`config.mk`:
```
export PLATFORM = sky130hd
export DESIGN_NAME = route_reserve_allocator_flat
export DESIGN_NICKNAME = d
export VERILOG_FILES = /design/src/rtl/route_reserve_allocator_if.sv /design/src/rtl/route_reserve_allocator.sv /design/src/flat_wrapper.sv
export SDC_FILE = /design/constraint.sdc
export NUM_CORES = 1
export LEC_CHECK = 0
export ABC_AREA = 1
export CORE_AREA = 2 2 89 74
export DETAILED_ROUTE_END_ITERATION = 8
export DIE_AREA = 0 0 91 76
export PLACE_DENSITY = 0.84
export SYNTH_ARGS = -nofsm -noshare
export SYNTH_HDL_FRONTEND = slang
export SYNTH_SLANG_ARGS = --single-unit
```
`constraint.sdc`:
```
create_clock -name clk -period 6 [get_ports clk]
set_input_delay 1.2 -clock clk [delete_from_list [all_inputs] [get_ports clk]]
set_output_delay 1.2 -clock clk [all_outputs]
set_load 0.01 [all_outputs]
```
`src/rtl/route_reserve_allocator_if.sv`:
```
// route_reserve_allocator_if
// Groups the request/relieve/status/crossbar-select signals exchanged between the
// input-port control logics (master side) and the switch allocator (slave side).
//
// Handshake: an input raises routeReserveRequestValid[i] with its destination in
// slice i of routeReserveRequest and holds both until routeReserveStatus[i] rises.
// Status is the grant: it stays high for the life of the reservation. The input
// then pulses routeRelieve[i] for one cycle to hand the output back. No separate
// ready exists; status is the only acknowledgement.
//
// Signals:
//   routeReserveRequestValid  N          bit i: input i wants an output
//   routeReserveRequest       N*RW       slice i: requested output index
//   routeRelieve              N          bit i: input i releases its output
//   routeReserveStatus        N          bit i: input i holds its output
//   outSelect                 N*RW       slice o: input driving output o
//   outBusy                   N          bit o: output o reserved
//   badRequest                1          sticky out-of-range request flag
interface route_reserve_allocator_if #(
    parameter int N             = 4,
    parameter int REQUEST_WIDTH = 2
);
    logic [N-1:0]               routeReserveRequestValid;
    logic [N*REQUEST_WIDTH-1:0] routeReserveRequest;
    logic [N-1:0]               routeRelieve;
    logic [N-1:0]               routeReserveStatus;
    logic [N*REQUEST_WIDTH-1:0] outSelect;
    logic [N-1:0]               outBusy;
    logic                       badRequest;

    modport master (
        output routeReserveRequestValid, routeReserveRequest, routeRelieve,
        input  routeReserveStatus, outSelect, outBusy, badRequest
    );

    modport slave (
        input  routeReserveRequestValid, routeReserveRequest, routeRelieve,
        output routeReserveStatus, outSelect, outBusy, badRequest
    );
endinterface

```
`src/rtl/route_reserve_allocator.sv`:
```
// route_reserve_allocator
// Switch allocator for one mesh router. Each output port runs a FREE/RESERVED
// state machine with its own round-robin pointer; an output is handed to the
// first eligible requester at or after its pointer and held until the owning
// input pulses routeRelieve. The stored owner doubles as the crossbar select.
//
// Ports:
//   clk   in  rising-edge clock
//   rst   in  asynchronous active-low reset
//   bus   slave modport of route_reserve_allocator_if (requests in, grants out)
module route_reserve_allocator #(
    parameter int N             = 4,
    parameter int REQUEST_WIDTH = 2
) (
    input  logic                    clk,
    input  logic                    rst,
    route_reserve_allocator_if.slave bus
);
    localparam int IDX_W = (N > 1) ? $clog2(N) : 1;

    typedef enum logic {
        FREE     = 1'b0,
        RESERVED = 1'b1
    } outState_t;

    outState_t stateQ [N];
    outState_t stateD [N];

    logic [N-1:0][REQUEST_WIDTH-1:0] selQ, selD;
    logic [N-1:0][REQUEST_WIDTH-1:0] ptrQ, ptrD;
    logic [N-1:0][REQUEST_WIDTH-1:0] holdDestQ, holdDestD;
    logic [N-1:0][REQUEST_WIDTH-1:0] req;
    logic [N-1:0]                    statusQ, statusD;
    logic                            badQ, badD;

    int               idxInt;
    logic [IDX_W-1:0] idx;
    logic             found;

    assign req = bus.routeReserveRequest;

    // State register
    always_ff @(posedge clk or negedge rst) begin
        if (!rst) begin
            for (int o = 0; o < N; o++) begin
                stateQ[o] <= FREE;
            end
            selQ      <= '0;
            ptrQ      <= '0;
            holdDestQ <= '0;
            statusQ   <= '0;
            badQ      <= 1'b0;
        end else begin
            for (int o = 0; o < N; o++) begin
                stateQ[o] <= stateD[o];
            end
            selQ      <= selD;
            ptrQ      <= ptrD;
            holdDestQ <= holdDestD;
            statusQ   <= statusD;
            badQ      <= badD;
        end
    end

    // Next-state: relieve, then arbitration of outputs that are FREE this cycle
    always_comb begin
        for (int o = 0; o < N; o++) begin
            stateD[o] = stateQ[o];
        end
        selD      = selQ;
        ptrD      = ptrQ;
        holdDestD = holdDestQ;
        statusD   = statusQ;
        badD      = badQ;
        idxInt    = 0;
        idx       = '0;
        found     = 1'b0;

        for (int i = 0; i < N; i++) begin
            if (bus.routeReserveRequestValid[i] && (int'(req[i]) >= N)) begin
                badD = 1'b1;
            end
        end

        // Relieve from a non-holder is dropped by the statusQ qualifier.
        for (int i = 0; i < N; i++) begin
            if (bus.routeRelieve[i] && statusQ[i]) begin
                statusD[i] = 1'b0;
                for (int o = 0; o < N; o++) begin
                    if (holdDestQ[i] == REQUEST_WIDTH'(o)) begin
                        stateD[o] = FREE;
                    end
                end
            end
        end

        // Arbitration looks at stateQ, so an output freed this cycle is only
        // re-granted next cycle. Out-of-range indices never match any o.
        for (int o = 0; o < N; o++) begin
            found = 1'b0;
            if (stateQ[o] == FREE) begin
                for (int k = 0; k < N; k++) begin
                    idxInt = (int'(ptrQ[o]) + k) % N;
                    idx    = IDX_W'(idxInt);
                    if (!found && bus.routeReserveRequestValid[idx] &&
                        (req[idx] == REQUEST_WIDTH'(o)) && !statusQ[idx]) begin
                        found          = 1'b1;
                        stateD[o]      = RESERVED;
                        selD[o]        = REQUEST_WIDTH'(idxInt);
                        ptrD[o]        = REQUEST_WIDTH'((idxInt + 1) % N);
                        statusD[idx]   = 1'b1;
                        holdDestD[idx] = REQUEST_WIDTH'(o);
                    end
                end
            end
        end
    end

    always_comb begin
        bus.outBusy = '0;
        for (int o = 0; o < N; o++) begin
            bus.outBusy[o] = (stateQ[o] == RESERVED);
        end
    end

    assign bus.routeReserveStatus = statusQ;
    assign bus.outSelect          = selQ;
    assign bus.badRequest         = badQ;
endmodule

```
`src/flat_wrapper.sv`:
```
// flat-port wrapper written by rule: the top's interface ports become plain ports
module route_reserve_allocator_flat 
#(
    parameter int N             = 4,
    parameter int REQUEST_WIDTH = 2
)
  (clk, rst, bus_routeReserveRequestValid, bus_routeReserveRequest, bus_routeRelieve, bus_routeReserveStatus, bus_outSelect, bus_outBusy, bus_badRequest);
  route_reserve_allocator_if #(.N(N), .REQUEST_WIDTH(REQUEST_WIDTH)) bus_i ();
  input  logic clk;
  input  logic rst;
  input wire logic [$bits(bus_i.routeReserveRequestValid)-1:0] bus_routeReserveRequestValid;
  input wire logic [$bits(bus_i.routeReserveRequest)-1:0] bus_routeReserveRequest;
  input wire logic [$bits(bus_i.routeRelieve)-1:0] bus_routeRelieve;
  output wire logic [$bits(bus_i.routeReserveStatus)-1:0] bus_routeReserveStatus;
  output wire logic [$bits(bus_i.outSelect)-1:0] bus_outSelect;
  output wire logic [$bits(bus_i.outBusy)-1:0] bus_outBusy;
  output wire logic [$bits(bus_i.badRequest)-1:0] bus_badRequest;
  assign bus_i.routeReserveRequestValid = bus_routeReserveRequestValid;
  assign bus_i.routeReserveRequest = bus_routeReserveRequest;
  assign bus_i.routeRelieve = bus_routeRelieve;
  assign bus_routeReserveStatus = bus_i.routeReserveStatus;
  assign bus_outSelect = bus_i.outSelect;
  assign bus_outBusy = bus_i.outBusy;
  assign bus_badRequest = bus_i.badRequest;
  route_reserve_allocator #(.N(N), .REQUEST_WIDTH(REQUEST_WIDTH)) u_core (.clk(clk), .rst(rst), .bus(bus_i));
endmodule
```
==> results of run 1 <==
## report_power, final
part | leakage (nW) | internal (mW) | switching [mW]
clock network | 0.0479 | 0.0808 | 0.0915
registers | 0.374 | 0.325 | 0.184
logic | 1.86 | 0.578 | 1.04
total | 2.28 | 0.984 | 1.32
## cell usage in the layout, fill, tap and decap left out, types with 6 or more instances in the layout
| cell | instances |
|---|---|
| o21ai_1 | 10 |
| nand4_1 | 37 |
| o211ai_1 | 6 |
| nand3_1 | 72 |
| nor3_1 | 6 |
| nor2_1 | 64 |
| inv_2 | 18 |
| nand2_1 | 217 |
| clkdlybuf4s50_1 | 33 |
| nand3b_1 | 6 |
| inv_1 | 55 |
| a21oi_1 | 13 |
| dfrtp_1 | 32 |
| o21ai_0 | 9 |
| nand2_2 | 15 |
| ha_1 | 20 |
## kinds of logic (layout without fill, tap and decap cells)
family / Yosys count / after routing / share of synthesized area [%]
adders and majority gates: 20 / 20 / 6.62
buffers and inverters: 85 / 116 / 10.1
AOI/OAI and AO/OA: 57 / 57 / 9.50
and+or+nand+nor: 436 / 436 / 52.5
DFF: 32 / 32 / 21.2
other: 1 / 1 / 0.0992
## layer usage
metal  wire, um  vias up  global-route usage [%]
li1           -     2149                       -
met1       4540     1994                    42.7
met2       4900      240                    50.8
met3        917       34                    4.75
met4        256        0                    10.0
met5          0        -                       0
## registers in the layout (all words and copies together) (netlist names)
| signal | cells |
|---|---|
| u_core.bus.routeReserveStatus | 4 |
| u_core.holdDestQ | 8 |
| u_core.ptrQ | 8 |
| u_core.bus.outBusy | 4 |
| u_core.bus.outSelect | 8 |
## tightest hold or removal path, cell delays in order (launching register included)
cell and delay (ns):
dfrtp_1 0.35, nand2_1 0.05, nand2_1 0.05
## how the worst min path moves through the flow
stage,slack (ns),end,depth (start not counted),start
CTS,0.49,u_core.bus.outSelect[0],2,u_core.bus.outSelect[0]
global placement,0.46,u_core.bus.outSelect[0],2,u_core.bus.outSelect[0]
floorplan,0.52,u_core.bus.outSelect[4],2,u_core.bus.outSelect[4]
global route,0.51,u_core.bus.outSelect[6],2,u_core.bus.outSelect[6]
finish,0.49,u_core.bus.outSelect[0],2,u_core.bus.outSelect[0]
detailed placement,0.47,u_core.bus.outSelect[0],2,u_core.bus.outSelect[0]
## cell type report
cell class	instances	area [um2]
clock buffer	5	68.8
clock inverter	3	18.8
fill	590	1910
inverter	74	278
multi-input combinational	514	2600
sequential	32	801
tap	84	105
timing repair buffer	34	338
==> impl_metrics.py, run 1 <==
metrics = {
    "synth": {
        "synth_ff_type": "dfrtp_1",
        "netlist.top_cell.by_area": "nand2_1",
        "synth_area_per_cell_um2": 5.99,
        "netlist_top_cells_area": "nand2_1 (22%), dfrtp_1 (21%), nand3_1 (9.5%), ha_1 (6.6%), nor2_1 (6.4%)",
        "synthDistinctLibCells": 38,
        "synth-async-reset-ratio_pct": 100,
        "yosys_register_bits": 32,
        "mappedNetlistNets": 669,
        "synth_most_common_cell": "nand2_1",
        "yosysWarnings": 0,
        "synth_enable_flop_cells": 0,
        "netlist_instances": 631,
        "synth.top_cell.area_share_pct": 21.5,
        "post_synth_instance_area_mm2": 0.00378,
        "seq_area_frac_synth_pct": 21.2,
        "synth_top_cells_by_count": "nand2_1 (217), nand3_1 (72), nor2_1 (64)",
    },
    "clocking": {
        "clock_tree_from_tritoncts": "built",
        "clock-root-buffer": "clkbuf_8",
        "cts_resized": 0,
        "clk_pin_slew_ns": 0.07,
        "post-cts-setup-buffers": 0,
        "clock_insertion_delay_worst_skew_ns": 0.30,
        "clock_path_buffers": 2,
        "cts_stage_hold_buffer_count": 0,
        "htree_num_levels": 2,
        "clock_sinks": 32,
        "cts_made_buffers": 5,
    },
    "floorplanning": {
        "die_height_um": 76,
        "rows": 26,
        "io_pins": 35,
        "initial_core_util_pct": 61.8,
        "fp.dieW_um": 91,
        "core_region_area_mm2": 0.00612,
        "fp.dieArea_mm2": 0.00692,
    },
    "worst_setup_path": {
        "crit_path_max_fanout": 11,
        "cp_top_family": "simple AND/OR/NAND/NOR gates",
        "worstSetupEndpointType": "flip-flop",
        "critical_path.cell_chain": "clkdlybuf4s50_1 -> inv_1 -> nand3_1 -> nand2_1 -> nand4_1 -> nand2_2 -> nor2_2 -> nand2_1 -> inv_2 -> nand2_1 -> o21ai_0 -> nand2_1 -> nand2_1 -> nand2_1",
        "regToRegEndpoint": "u_core.holdDestQ[7]",
        "worst_r2r_path_depth": 12,
        "worst_setup_sp": "bus_routeReserveRequest[0]",
        "worst-endpoint-arrival_ns": 3.33,
        "timing.rr.start": "u_core.ptrQ[2]",
        "worst_path_most_repeated_cell": "nand2_1",
        "worst_path_largest_cell_delay_ns": 0.55,
        "kind_of_start_point_of_the_critical_path": "primary input",
        "ff2ff_setup_slack_ns": 3.12,
        "worstSetupPathDepth": 14,
        "crit_buf_inv": 3,
        "crit_path_top_delay_cell": "clkdlybuf4s50_1",
        "critPathKind": "in2reg",
        "worstSetupEndpoint": "u_core.bus.outSelect[4]",
        "cp.required_ns": 6.19,
    },
    "timing": {
        "period_minus_slack_ns": 3.14,
        "slew_viol_final": 0,
        "setup_total_negative_slack_ns": 0,
        "period_share_pct": 52.3,
        "rsz0062_at_grt": "false",
        "tightest_hold_margin_ns": 0.485,
        "finalHoldViolCount": 0,
        "finClkSkew_ns": 0.00616,
        "relSlewSlack_pct": 56.7,
        "timing.fmax_mhz": 319,
        "worst_slew_pin_slew_ns": 0.650,
        "least_setup_slack_across_all_paths_after_layout_ns": 2.86,
        "finalSetupViolations": 0,
    },
    "placement": {
        "buffer_ports.inserted": 33,
        "detailed_place_hpwl_mm": 8.25,
        "placer_congestion": 1.00,
        "dp_cells": 738,
        "dpl-instance-area_mm2": 0.00412,
        "placement.setup.worst_slack_ns": 2.58,
    },
    "routing": {
        "vias_per_cell": 5.92,
        "initialDrtViolationCount": 408,
        "drtPass1Iterations": 5,
        "drc_violation_count_after_routing": 0,
        "via_count": 4417,
        "ant_nets": 0,
        "routed_wirelength_mm": 10.6,
        "routedWlPerCell_um": 14.2,
    },
    "power_and_ir_drop": {
        "finalPower_mw": 2.30,
        "worst_case_vdd_ir_drop_mv": 0.350,
        "power.density_mw_per_mm2": 548,
        "leakage_nw": 2.28,
    },
    "cells_and_area": {
        "finalNetCount": 699,
        "final_cell_area_mm2": 0.00421,
        "final_core_utilization_pct": 68.8,
        "final_layout_size_suffix_gt1_share_pct": 9.82,
        "diodes": 0,
        "final-instance-count-excl-fill": 746,
        "flow.area_growth_from_synthesis_pct": 11.3,
    },
    "job": {
        "drv.max_cap_violation_count": 0,
    },
    "global_routing": {
        "grt_remaining_overflow": 0,
        "grt_pass1_vias": 3844,
        "grt_pass1_wl_mm": 17.9,
        "largest_net_degree_at_the_start_of_global_routing": 33,
        "globalRouteTotalUtil_pct": 31.2,
        "antenna_found_initial": 0,
    },
    "status": {
        "status": "finished clean",
    },
    "hold_path": {
        "worst_hold_path_type": "reg2reg",
    },
}
(Power assumes the default switching activity.)
==> run 2: changes to the inputs <==
--- a/config.mk
+++ b/config.mk
@@ -6,10 +6,10 @@
 export NUM_CORES = 1
 export LEC_CHECK = 0
 export ABC_AREA = 1
-export CORE_AREA = 2 2 89 74
+export CORE_AREA = 2 2 93 77
 export DETAILED_ROUTE_END_ITERATION = 8
-export DIE_AREA = 0 0 91 76
-export PLACE_DENSITY = 0.84
+export DIE_AREA = 0 0 95 79
+export PLACE_DENSITY = 0.78
 export SYNTH_ARGS = -nofsm -noshare
 export SYNTH_HDL_FRONTEND = slang
 export SYNTH_SLANG_ARGS = --single-unit
==> constraint.sdc (replaced) <==
create_clock -name clk -period 2.9 [get_ports clk]
set_input_delay 0.58 -clock clk [delete_from_list [all_inputs] [get_ports clk]]
set_output_delay 0.58 -clock clk [all_outputs]
set_load 0.01 [all_outputs]
==> run 2 against run 1 <==
Sequential cell count stayed put. Utilization down 4.3 points. Clock skew rose by 0.0086 ns. First-iteration DRC count shrank 5.4%. Via count is 2.0% lower. Die area increased by 8.5%. Non-clock buffer count is 6 higher. Worst setup slack got worse by 2.6 ns. Hold slack better by 0.011 ns. Critical endpoint is now u_core.bus.outSelect[7].
==> impl_metrics.py, run 2 (synthesis gave the netlist of run 1 again) <==
metrics = {
    "status": {
        "status": "finished clean",
    },
    "job": {
        "drv.max_cap_violation_count": 0,
    },
    "routing": {
        "met1Wirelength_mm": 4.96,
        "routed_wirelength_mm": 11.2,
        "met3_length_um": 881,
        "ant_nets": 0,
        "top_layer_used": "met4",
        "vias_per_cell": 5.73,
        "wl_met2_mm": 5.00,
        "initialDrtViolationCount": 386,
        "via_count": 4329,
        "routedWlPerCell_um": 14.8,
        "drtPass1Iterations": 7,
        "drc_violation_count_after_routing": 0,
    },
    "floorplanning": {
        "rows": 27,
        "initial_core_util_pct": 56.8,
        "io_pins": 35,
        "core_region_area_mm2": 0.00666,
        "fp.dieW_um": 95,
        "fp.dieArea_mm2": 0.00751,
        "die_height_um": 79,
    },
    "worst_setup_path": {
        "cp.required_ns": 3.10,
        "worst_r2r_path_depth": 10,
        "worst_path_most_repeated_cell": "nand2_1",
        "crit_path_max_fanout": 13,
        "worst_path_largest_cell_delay_ns": 0.59,
        "timing.rr.start": "u_core.ptrQ[6]",
        "critical_path.cell_chain": "inv_2 -> ha_1 -> inv_1 -> nand2_1 -> nand2_2 -> nor2_2 -> nand2_1 -> o21ai_2 -> nand2_1 -> a21boi_1",
        "ff2ff_setup_slack_ns": 0.22,
        "kind_of_start_point_of_the_critical_path": "flip-flop",
        "worst_setup_sp": "u_core.ptrQ[6]",
        "crit_path_top_delay_cell": "dfrtp_1",
        "critPathKind": "reg2reg",
        "regToRegEndpoint": "u_core.bus.outSelect[7]",
        "worstSetupEndpoint": "u_core.bus.outSelect[7]",
        "worst-endpoint-arrival_ns": 2.88,
        "worstSetupEndpointType": "flip-flop",
    },
    "clocking": {
        "clock_tree_from_tritoncts": "built",
        "clk_pin_slew_ns": 0.09,
        "clock_path_buffers": 2,
        "post-cts-setup-buffers": 0,
        "clock_insertion_delay_worst_skew_ns": 0.31,
        "clock_sinks": 32,
        "htree_num_levels": 2,
        "cts_stage_hold_buffer_count": 0,
        "cts_made_buffers": 5,
        "clock-root-buffer": "clkbuf_8",
        "cts_resized": 0,
    },
    "timing": {
        "worst_slew_pin_slew_ns": 0.627,
        "relSlewSlack_pct": 57.7,
        "least_setup_slack_across_all_paths_after_layout_ns": 0.223,
        "period_share_pct": 92.3,
        "timing.fmax_mhz": 374,
        "rsz0062_at_grt": "false",
        "slew_viol_final": 0,
        "finalSetupViolations": 0,
        "finClkSkew_ns": 0.0148,
        "setup_total_negative_slack_ns": 0,
        "period_minus_slack_ns": 2.68,
        "finalHoldViolCount": 0,
    },
    "cells_and_area": {
        "final_cell_area_mm2": 0.00430,
        "finalNetCount": 705,
        "diodes": 0,
        "commonest_non_fill_non_tap_cell_in_the_layout": "nand2_1",
        "final_layout_size_suffix_gt1_share_pct": 10.6,
        "nFillCells": 646,
        "flow.area_growth_from_synthesis_pct": 13.6,
        "layout.cells.most_common_list": "nand2_1 (217), nand3_1 (72), nor2_1 (64)",
        "final_core_utilization_pct": 64.6,
    },
    "global_routing": {
        "largest_net_degree_at_the_start_of_global_routing": 33,
        "grt_remaining_overflow": 0,
        "globalRouteTotalUtil_pct": 31.2,
        "antenna_found_initial": 0,
        "grt_pass1_wl_mm": 18.6,
        "grt_pass1_vias": 4046,
    },
    "power_and_ir_drop": {
        "worst_case_vdd_ir_drop_mv": 0.746,
        "leakage_nw": 2.32,
        "power.density_mw_per_mm2": 1170,
    },
    "placement": {
        "buffer_ports.inserted": 33,
        "placer_congestion": 0.958,
        "placement.setup.worst_slack_ns": 0.136,
        "detailed_place_hpwl_mm": 8.50,
        "dpl-instance-area_mm2": 0.00417,
    },
    "hold_path": {
        "worst_hold_path_type": "reg2reg",
    },
}
## run 2: cell type report
type | instances | area [um2] | share of cell area (%)
tap | 87 | 109 | 2.53
clock inverter | 1 | 30.0 | 0.699
inverter | 74 | 278 | 6.46
sequential | 32 | 801 | 18.6
timing repair buffer | 40 | 383 | 8.91
multi-input combinational | 514 | 2600 | 60.5
clock buffer | 7 | 96.3 | 2.24
## run 2: critical path, delay by kind of cell (launching register included)
kind            cells  cell delay (ns)
compound gates      2             0.50
simple gates        5             0.77
flops               1             0.59
buf+inv             2             0.28
fa+ha+maj           1             0.44
## run 2: how the worst min path moves through the flow
| stage | start | endpoint | slack (ns) | cells after the start |
|---|---|---|---|---|
| after floorplan | rst | u_core.bus.outBusy[0] | 0.28 | 0 |
| after global placement | u_core.bus.outSelect[5] | u_core.bus.outSelect[5] | 0.47 | 2 |
| after detailed placement | u_core.bus.outSelect[0] | u_core.bus.outSelect[0] | 0.48 | 2 |
| after CTS | u_core.bus.outSelect[0] | u_core.bus.outSelect[0] | 0.50 | 2 |
| after global routing | u_core.bus.outSelect[6] | u_core.bus.outSelect[6] | 0.53 | 2 |
| final | u_core.bus.outSelect[0] | u_core.bus.outSelect[0] | 0.50 | 2 |
## run 2: routing by layer
metal | up-vias | global-route usage (%)
li1 | 2153 | -
met1 | 1951 | 40.9
met2 | 184 | 51.2
met3 | 41 | 6.74
met4 | 0 | 10.1
met5 | - | 0
## run 2: through the flow
stage	total power [mW]	std cells	hold WS, ns
4_1_cts	4.96	755	0.495
3_3_place_gp	4.33	747	0.469
3_5_place_dp	4.43	747	0.477
6_report	5.03	755	0.496
5_1_grt	5.53	755	0.525
2_1_floorplan	3.55	631	0.284
## run 2: report_power, final
part | switching, mW | internal (mW) | leakage, nW
Sequential | 0.306 | 0.673 | 0.374
Clock | 0.208 | 0.304 | 0.0645
Combinational | 2.29 | 1.25 | 1.89
Total | 2.80 | 2.23 | 2.32
==> run 3: changes to the inputs <==
--- a/config.mk
+++ b/config.mk
@@ -6,10 +6,11 @@
 export NUM_CORES = 1
 export LEC_CHECK = 0
 export ABC_AREA = 1
-export CORE_AREA = 2 2 93 77
+export CORE_AREA = 2 2 106 87
+export CTS_CLUSTER_SIZE = 40
 export DETAILED_ROUTE_END_ITERATION = 8
-export DIE_AREA = 0 0 95 79
-export PLACE_DENSITY = 0.78
+export DIE_AREA = 0 0 108 89
+export PLACE_DENSITY = 0.62
 export SYNTH_ARGS = -nofsm -noshare
 export SYNTH_HDL_FRONTEND = slang
 export SYNTH_SLANG_ARGS = --single-unit
==> run 3 against run 2 <==
Non-clock buffer count up 2. Combinational power up 2%. First-iteration DRC count down 44%. Wire length up 5.5%. Hold slack worse by 0.0024 ns. Register-to-register slack better by 0.14 ns. Sequential power down 5.1%. Sequential share of layout area down 0.12 points. Global-route usage down 5.6 points. Critical path type is now in2reg. Power down 0.89%. Critical path depth up 3.
==> impl_metrics.py, run 3 (synthesis gave the netlist of run 1 again) <==
metrics = {
    "placement": {
        "placement.setup.worst_slack_ns": 0.0861,
        "detailed_place_hpwl_mm": 9.20,
        "buffer_ports.inserted": 33,
        "dp_cells": 774,
        "dpl-instance-area_mm2": 0.00422,
        "placer_congestion": 0.912,
    },
    "floorplanning": {
        "core_region_area_mm2": 0.00845,
        "rows": 30,
        "fp.dieArea_mm2": 0.00961,
        "initial_core_util_pct": 44.8,
        "io_pins": 35,
        "die_height_um": 89,
        "fp.dieW_um": 108,
    },
    "timing": {
        "rsz0062_at_grt": "false",
        "period_minus_slack_ns": 2.55,
        "worst_slew_pin_slew_ns": 0.518,
        "period_share_pct": 87.9,
        "least_setup_slack_across_all_paths_after_layout_ns": 0.352,
        "finalHoldViolCount": 0,
        "slew_viol_final": 0,
        "finClkSkew_ns": 0.00962,
        "timing.fmax_mhz": 392,
        "tightest_hold_margin_ns": 0.493,
        "finalSetupViolations": 0,
        "setup_total_negative_slack_ns": 0,
        "relSlewSlack_pct": 65.0,
    },
    "routing": {
        "drtPass1Iterations": 4,
        "via_count": 4297,
        "routed_wirelength_mm": 11.8,
        "ant_nets": 0,
        "routedWlPerCell_um": 15.1,
        "vias_per_cell": 5.49,
        "drc_violation_count_after_routing": 0,
        "initialDrtViolationCount": 215,
    },
    "worst_setup_path": {
        "worst-endpoint-arrival_ns": 2.72,
        "cp.required_ns": 3.08,
        "worst_path_most_repeated_cell": "nand2_1",
        "critical_path.cell_chain": "clkdlybuf4s50_1 -> inv_1 -> nor2_2 -> nand3_1 -> o21ai_1 -> nand3_1 -> nand2_2 -> nand2_1 -> ha_1 -> o21ai_0 -> nand2_1 -> nand2_1 -> nand2_1",
        "worst_path_largest_cell_delay_ns": 0.63,
        "kind_of_start_point_of_the_critical_path": "primary input",
        "crit_path_top_delay_cell": "clkdlybuf4s50_1",
        "crit_buf_inv": 2,
        "cp_top_family": "simple AND/OR/NAND/NOR gates",
        "critPathKind": "in2reg",
        "timing.rr.start": "u_core.ptrQ[7]",
        "worst_setup_sp": "bus_routeReserveRequestValid[3]",
        "crit_path_max_fanout": 6,
        "worstSetupEndpointType": "flip-flop",
    },
    "global_routing": {
        "globalRouteTotalUtil_pct": 25.7,
        "largest_net_degree_at_the_start_of_global_routing": 33,
        "grt_pass1_vias": 3806,
        "grt_remaining_overflow": 0,
        "grt_util_met2_pct": 39.2,
        "grt.busiest_layer": "met2",
        "use_met1_pct": 38.4,
        "antenna_found_initial": 0,
        "m3_gr_usage_pct": 4.52,
        "grt_pass1_wl_mm": 19.4,
    },
    "clocking": {
        "clock_sinks": 32,
        "clk_pin_slew_ns": 0.07,
        "post-cts-setup-buffers": 0,
        "clock-root-buffer": "clkbuf_8",
        "htree_num_levels": 2,
        "clock_insertion_delay_worst_skew_ns": 0.29,
        "clock_path_buffers": 2,
        "cts_stage_hold_buffer_count": 0,
        "cts_made_buffers": 5,
        "clock_tree_from_tritoncts": "built",
        "cts_resized": 0,
    },
    "cells_and_area": {
        "layout.cells.most_common_list": "nand2_1 (217), nand3_1 (72), nor2_1 (64)",
        "final_cell_area_mm2": 0.00432,
        "diodes": 0,
        "finalNetCount": 707,
        "final_layout_size_suffix_gt1_share_pct": 10.7,
        "final-instance-count-excl-fill": 782,
        "commonest_non_fill_non_tap_cell_in_the_layout": "nand2_1",
        "flow.area_growth_from_synthesis_pct": 14.4,
    },
    "job": {
        "drv.max_cap_violation_count": 0,
    },
    "power_and_ir_drop": {
        "worst_case_vdd_ir_drop_mv": 0.500,
        "power.density_mw_per_mm2": 1150,
        "leakage_nw": 2.32,
    },
    "hold_path": {
        "worst_hold_path_type": "reg2reg",
        "holdCritStartpoint": "u_core.bus.outSelect[0]",
    },
    "status": {
        "status": "finished clean",
    },
}
-- run 3: cell count changes in the layout (fill, tap and decap cells not counted) --
| cell | change |
|---|---|
| buf_4 | +2 |
| clkbuf_8 | -2 |
| clkinv_2 | +1 |
| clkbuf_1 | +1 |
-- run 3: report_power, final --
group          internal [mW]  switching [mW]
sequential             0.674           0.255
clock                  0.255           0.195
combinational           1.27            2.34
total                   2.20            2.79
-- run 3: routing by layer --
metal  vias to the layer above  part of all wire [%]
met5                         -                     0
met4                         0                  0.76
met1                      1990                    51
met2                       134                    42
met3                         8                   7.0
li1                       2165                     -
-- run 3: path summary, 6_finish.rpt --
kind,to,slack [ns],cells past startpoint
setup / recovery,u_core.bus.outSelect[4],0.35,13
hold / removal,u_core.bus.outSelect[0],0.49,2
setup reg to reg,u_core.bus.outSelect[7],0.36,10
hold reg to reg,u_core.bus.outSelect[0],0.49,2
max in group asynchronous,u_core.ptrQ[0],1.86,2
min in group asynchronous,u_core.ptrQ[3],0.71,2
-- run 3: tightest hold or removal path, cell delays in order (launching register included) --
cell and delay (ns):
dfrtp_1 0.36, nand2_1 0.06, nand2_1 0.05
-- run 3: stage by stage --
stage	power, mW	utilization, %
floorplan	3.55	-
global placement	4.46	49.9
detailed placement	4.49	49.9
CTS	4.97	51.2
global route	5.52	51.2
finish	4.99	51.2
-- run 3: cell type report --
| class | instances | area (um2) |
|---|---|---|
| Fill cell | 888 | 4120 |
| Tap cell | 112 | 140 |
| Multi-Input combinational cell | 514 | 2600 |
| Inverter | 74 | 278 |
| Timing Repair Buffer | 42 | 398 |
| Clock inverter | 2 | 35.0 |
| Sequential cell | 32 | 801 |
| Clock buffer | 6 | 72.6 |
